<file path="config.mk">
export PLATFORM = sky130hd
export DESIGN_NAME = shift_reg_par_in_serial_out
export DESIGN_NICKNAME = d
export VERILOG_FILES = /design/src/rtl/shift_reg_par_in_serial_out_pkg.sv /design/src/rtl/shift_reg_par_in_serial_out.sv
export SDC_FILE = /design/constraint.sdc
export NUM_CORES = 1
export LEC_CHECK = 0
export BUFFER_PORTS_ARGS = -buffer_cell sky130_fd_sc_hd__buf_2
export CAP_MARGIN = 20
export CORE_MARGIN = 2
export CORE_UTILIZATION = 45
export CTS_CLUSTER_SIZE = 10
export DETAILED_ROUTE_END_ITERATION = 10
export MAX_ROUTING_LAYER = met4
export PLACE_DENSITY = 0.71
export SYNTH_ARGS = -nofsm -noshare
export SYNTH_HDL_FRONTEND = slang
export SYNTH_SLANG_ARGS = --single-unit
</file>
<file path="constraint.sdc">
create_clock -name clk -period 3.45 [get_ports clk]
set_input_delay 0.1725 -clock clk [delete_from_list [all_inputs] [get_ports clk]]
set_output_delay 0.1725 -clock clk [all_outputs]
set_load 0.05 [all_outputs]
</file>
<file path="src/rtl/shift_reg_par_in_serial_out_pkg.sv">
// Shared helpers for the parallel-in / serial-out shift register.
package shift_reg_par_in_serial_out_pkg;

  // Bits needed to count from 0 up to and including m.
  function automatic int count_width(input int m);
    return $clog2(m + 1);
  endfunction

endpackage

</file>
<file path="src/rtl/shift_reg_par_in_serial_out.sv">
// Parallel-in / serial-out shift register: load M bits, emit one per shift strobe.
// Latency: first bit on bit_out one cycle after set; each shift advances one bit per edge.
// Backpressure: none; caller paces with shift, set always wins and discards remaining bits.
module shift_reg_par_in_serial_out
  import shift_reg_par_in_serial_out_pkg::*;
#(
  parameter int   M         = 8,
  parameter bit   LSB_FIRST = 1'b1,
  parameter logic FILL      = 1'b1
) (
  input  logic                      clk,
  input  logic                      reset,
  input  logic [M-1:0]              bus_in,
  input  logic                      set,
  input  logic                      shift,
  output logic                      bit_out,
  output logic [count_width(M)-1:0] bits_left,
  output logic                      empty
);

  localparam int CW = count_width(M);

  logic [M-1:0]  data;
  logic [CW-1:0] count;

  always_ff @(posedge clk) begin
    if (reset) begin
      data  <= {M{FILL}};
      count <= '0;
    end else if (set) begin
      data  <= bus_in;
      count <= CW'(M);
    end else if (shift) begin
      if (LSB_FIRST) begin
        data <= {FILL, data[M-1:1]};
      end else begin
        data <= {data[M-2:0], FILL};
      end
      // Idle shifts keep clocking FILL through with the counter parked at 0.
      if (count != '0) begin
        count <= count - 1'b1;
      end
    end
  end

  assign bit_out   = LSB_FIRST ? data[0] : data[M-1];
  assign bits_left = count;
  assign empty     = (count == '0);

endmodule

</file>
# Yosys cells after proc, flatten, opt, wreduce, memory -nomap -nowiden
# Cells that the tools add are included.
word_totals:
  register_bits: 12
classes:
  add_sub_neg: 1
  n_mux: 5
  n_reduce_logical: 7
op_table:
  columns: ["cell", "count"]
  rows:
  - ["$mux 8", 2]
  - ["$mux 4", 3]
  - ["$logic_not 4->1", 1]
  - ["$reduce_and 2->1", 2]
  - ["$reduce_bool 2->1", 2]
  - ["$reduce_bool 4->1", 1]
  - ["$sub 4x1->4 const B", 1]
  - ["$reduce_or 2->1", 1]

# Longest topological paths before layout
depth:
  word_depth: 4
  mapped_depth: 6
  depth_no_buf: 6

# Worst setup path before layout
# Ideal clock, no wire load.
synth_timing:
  kind: "reg2reg"
  from: "register count[0], in the netlist bits_left[0]"
  to: "register count[1], in the netlist bits_left[1]"
  t_arrival_ps: 1825
  setup_slack_ps: 1510
  stages_incl_launch_ff: 7
  path_buffers: 0
  path_cell_list: "dfxtp_1 inv_1 ha_1 or3b_1 inv_1 o21ai_0 and3_1"
synth_via:
  elab_chain_len: 2
synth_rtl:
  columns: ["element", "line_no", "rtl"]
  rows:
  - ["start: declaration", "shift_reg_par_in_serial_out.sv:24", "logic [CW-1:0] count;"]
  - ["start signal: assignment", "shift_reg_par_in_serial_out.sv:32", "count <= CW'(M);"]
  - ["start signal: assignment", "shift_reg_par_in_serial_out.sv:41", "count <= count - 1'b1;"]
  - ["branches (longest 2 deep; another with $sub 4x1->4)", null, null]
# Parallel ways; which one is timed is not known.
# A chain may end at the register's enable or synchronous reset.

# Worst setup path in the final report
layout_timing:
  from: "register count[0], in the netlist bits_left[0]"
  to: "output empty"
layout_via:
  elab_chain_len: 1
layout_rtl:
  columns: ["element", "line_no", "rtl"]
  rows:
  - ["$logic_not 4->1", "shift_reg_par_in_serial_out.sv:48", "assign empty = (count == '0);"]
  - ["end: declaration", "shift_reg_par_in_serial_out.sv:18", "output logic empty"]
# Every way passes these cells.

==> results.json <==
{
  "r2r_start": "bits_left[0]$_SDFFE_PP0P_",
  "grt_pass1_vias": 371,
  "cts_tree": "done",
  "p_leak_nw": 0.344,
  "die_area_sq_mm": 0.00166,
  "final_antenna_net_count": 0,
  "rsz0062_at_grt": "no",
  "finalNonFillerCells": 94,
  "final.setup.tns_ps": 0,
  "core_sq_mm": 0.00128,
  "holdWs_ps": 120,
  "r2r-end": "bits_left[1]$_SDFFE_PP0P_",
  "finalWirelength_um": 961,
  "postSynthCellCount": 60,
  "cts.clk_slew.worst_paths_ps": 80,
  "fin_skew_ps": 5.12,
  "timing.fmax_mhz": 540,
  "clk_path_buf_depth": 2,
  "place_congestion": 0.705,
  "finish.instance_area_sq_um": 733,
  "cp-endpoint": "empty",
  "root_buffer": "clkbuf_4",
  "dr.pass1.iters": 2,
  "cp_max_fo": 4,
  "route.detailed.wl_per_inst_um": 10.2,
  "run_status": "completed",
  "port_buffers": 17,
  "p_per_area_mw_per_mm2": 442,
  "clock_sinks": 12,
  "vias_per_cell": 4.74,
  "ctsHoldBuffers": 0,
  "swShare": 0.265,
  "clkPwrFrac": 0.334,
  "start_util": 0.473,
  "synth_fa_ha_area_frac": 0.0206,
  "ios": 18,
  "antenna_found_initial": 0,
  "cp-start-kind": "flip-flop",
  "tightest_slew_ps": 262,
  "setup_viol": 0,
  "p_switching_mw": 0.0859,
  "slew_headroom": 0.825,
  "maxCapViolations": 0,
  "worstSetupPathType": "reg -> out",
  "seq_power_share": 0.469,
  "synth-seq-cells": 12,
  "post_cts_resized": 0,
  "post-cts-setup-buffers": 0,
  "antennaDiodeCount": 0,
  "areaGrowthSynthToFinish_pct": 20.6,
  "synth.distinct_cells": 21,
  "synth_simple_gate_area_frac": 0.210,
  "synthesis.area_sq_um": 608,
  "grt_pass1_wl_mm": 1.46,
  "dp_hpwl_um": 734,
  "arrival_ps": 1680,
  "timing.final.crit_period_ps": 1850,
  "layout_setup_ws_ps": 1600,
  "crit_path_start": "bits_left[0]$_SDFFE_PP0P_",
  "hold_viol": 0,
  "grt_max_degree": 15,
  "syn_avg_cell_area_sq_um": 10.1,
  "grt_overflow": 0,
  "ys_warn_count": 0,
  "numCtsBuffers": 3,
  "clkLatencyLatePin_ps": 260,
  "period_share": 0.537,
  "power_mw": 0.324,
  "p_comb_frac": 0.198,
  "fp-row-count": 13,
  "dp.cells": 90,
  "pre_cts_slack_ps": 1890,
  "top_layer": "met3",
  "synth_compound_area_frac": 0.0576,
  "htreeDepth": 1,
  "ys_seq_area_frac": 0.395,
  "drv_slew": 0,
  "vdd_drop_max_mv": 0.266,
  "synth_fp_nets": 73,
  "cp-end-kind": "output port",
  "nets": 93,
  "wl_met1_um": 480,
  "wl_met3_um": 39,
  "post-route-drc-count": 0,
  "synth_mux_area_frac": 0.261,
  "fp.dieW_um": 40.8,
  "die_y_um": 40.8,
  "required_ps": 3280,
  "rr_worst_depth": 6,
  "vias": 446,
  "synth_top_family_by_area": "multiplexers",
  "drive_gt1_frac": 0.380,
  "synth_xor_area_frac": 0,
  "route.met2.wl_um": 441,
  "drt_iter0_markers": 3,
  "grt_usage": 0.136,
  "placedInstanceArea_sq_um": 697,
  "p_int_mw": 0.238,
  "reg2reg_slack_ps": 1960,
  "hold_path_class": "in -> reg",
  "fin_util": 0.571
}
metal layers:
metal / track usage / vias to the layer above
li1: - / 250
met1: 0.169 / 188
met2: 0.214 / 8
met3: 0.0326 / 0
met4: 0.0500 / 0
met5: - / -
how the worst min path moves through the flow:
stage	from	slack, ps	to	cells after the start
after floorplan	set	250	bits_left[2]$_SDFFE_PP0P_	1
after global placement	bus_in[4]	390	data[4]$_SDFFE_PP1P_	3
after detailed placement	bus_in[4]	390	data[4]$_SDFFE_PP1P_	3
after CTS	bus_in[4]	120	data[4]$_SDFFE_PP1P_	3
after global routing	set	130	bits_left[2]$_SDFFE_PP0P_	2
final	bus_in[5]	120	data[5]$_SDFFE_PP1P_	3
synthesized netlist by cell type:
library cell / instances / area [sq um]
dfxtp_1: 12 / 240
mux2i_1: 8 / 80.1
mux2_2: 7 / 78.8
nand2b_1: 7 / 43.8
inv_1: 4 / 15.0
nor2_1: 3 / 11.3
a21oi_1: 2 / 10.0
nand3_1: 2 / 10.0
nor3_1: 2 / 10.0
o21ai_0: 2 / 10.0
a21boi_0: 1 / 7.51
and3_1: 1 / 6.26
and4b_1: 1 / 10.0
buf_6: 1 / 11.3
clkbuf_1: 1 / 3.75
ha_1: 1 / 12.5
inv_2: 1 / 3.75
nand2_1: 1 / 3.75
nor4b_4: 1 / 23.8
o21bai_1: 1 / 7.51
or3b_1: 1 / 8.76
area by class of cell:
cell class,instances,area (sq um)
Fill cell,127,552
Multi-Input combinational cell,41,334
Sequential cell,12,240
Timing Repair Buffer,17,85.1
Clock buffer,4,36.3
Inverter,5,18.8
Tap cell,15,18.8
state kept, by name (all words and copies together) (netlist names):
register	count
data	8
bits_left	4
cell usage in the layout, fill, tap and decap left out, types with 2 or more instances in the layout:
cell type  netlist  routed
inv_1            4       4
buf_2            0      17
dfxtp_1         12      12
a21oi_1          2       2
clkbuf_4         0       3
nor2_1           3       3
nand3_1          2       2
o21ai_0          2       2
nor3_1           2       2
nand2b_1         7       7
mux2_2           7       7
mux2i_1          8       8
power by group through the flow:
stage | sequential [mW] | clock, mW | combinational [mW]
after floorplan | 0.165 | 0 | 0.0396
after global placement | 0.155 | 0 | 0.0644
after detailed placement | 0.155 | 0 | 0.0647
after CTS | 0.152 | 0.110 | 0.0649
after global routing | 0.153 | 0.117 | 0.0700
final | 0.152 | 0.108 | 0.0640
worst max-delay path, stage by stage, from the launching register on:
cell     delay, ps
dfxtp_1        360
inv_1          100
ha_1           200
or3b_1         400
inv_1          100
buf_2          260
kinds of logic (layout without fill, tap and decap cells):
group                    after synthesis  count (layout)
multiplexers                          15              15
AO/OA/AOI/OAI                          6               6
flip-flops                            12              12
buffers and inverters                  7              26
AND/OR/NAND/NOR                       19              19
adder cells (fa/ha/maj)                1               1
(Power assumes the default switching activity.)
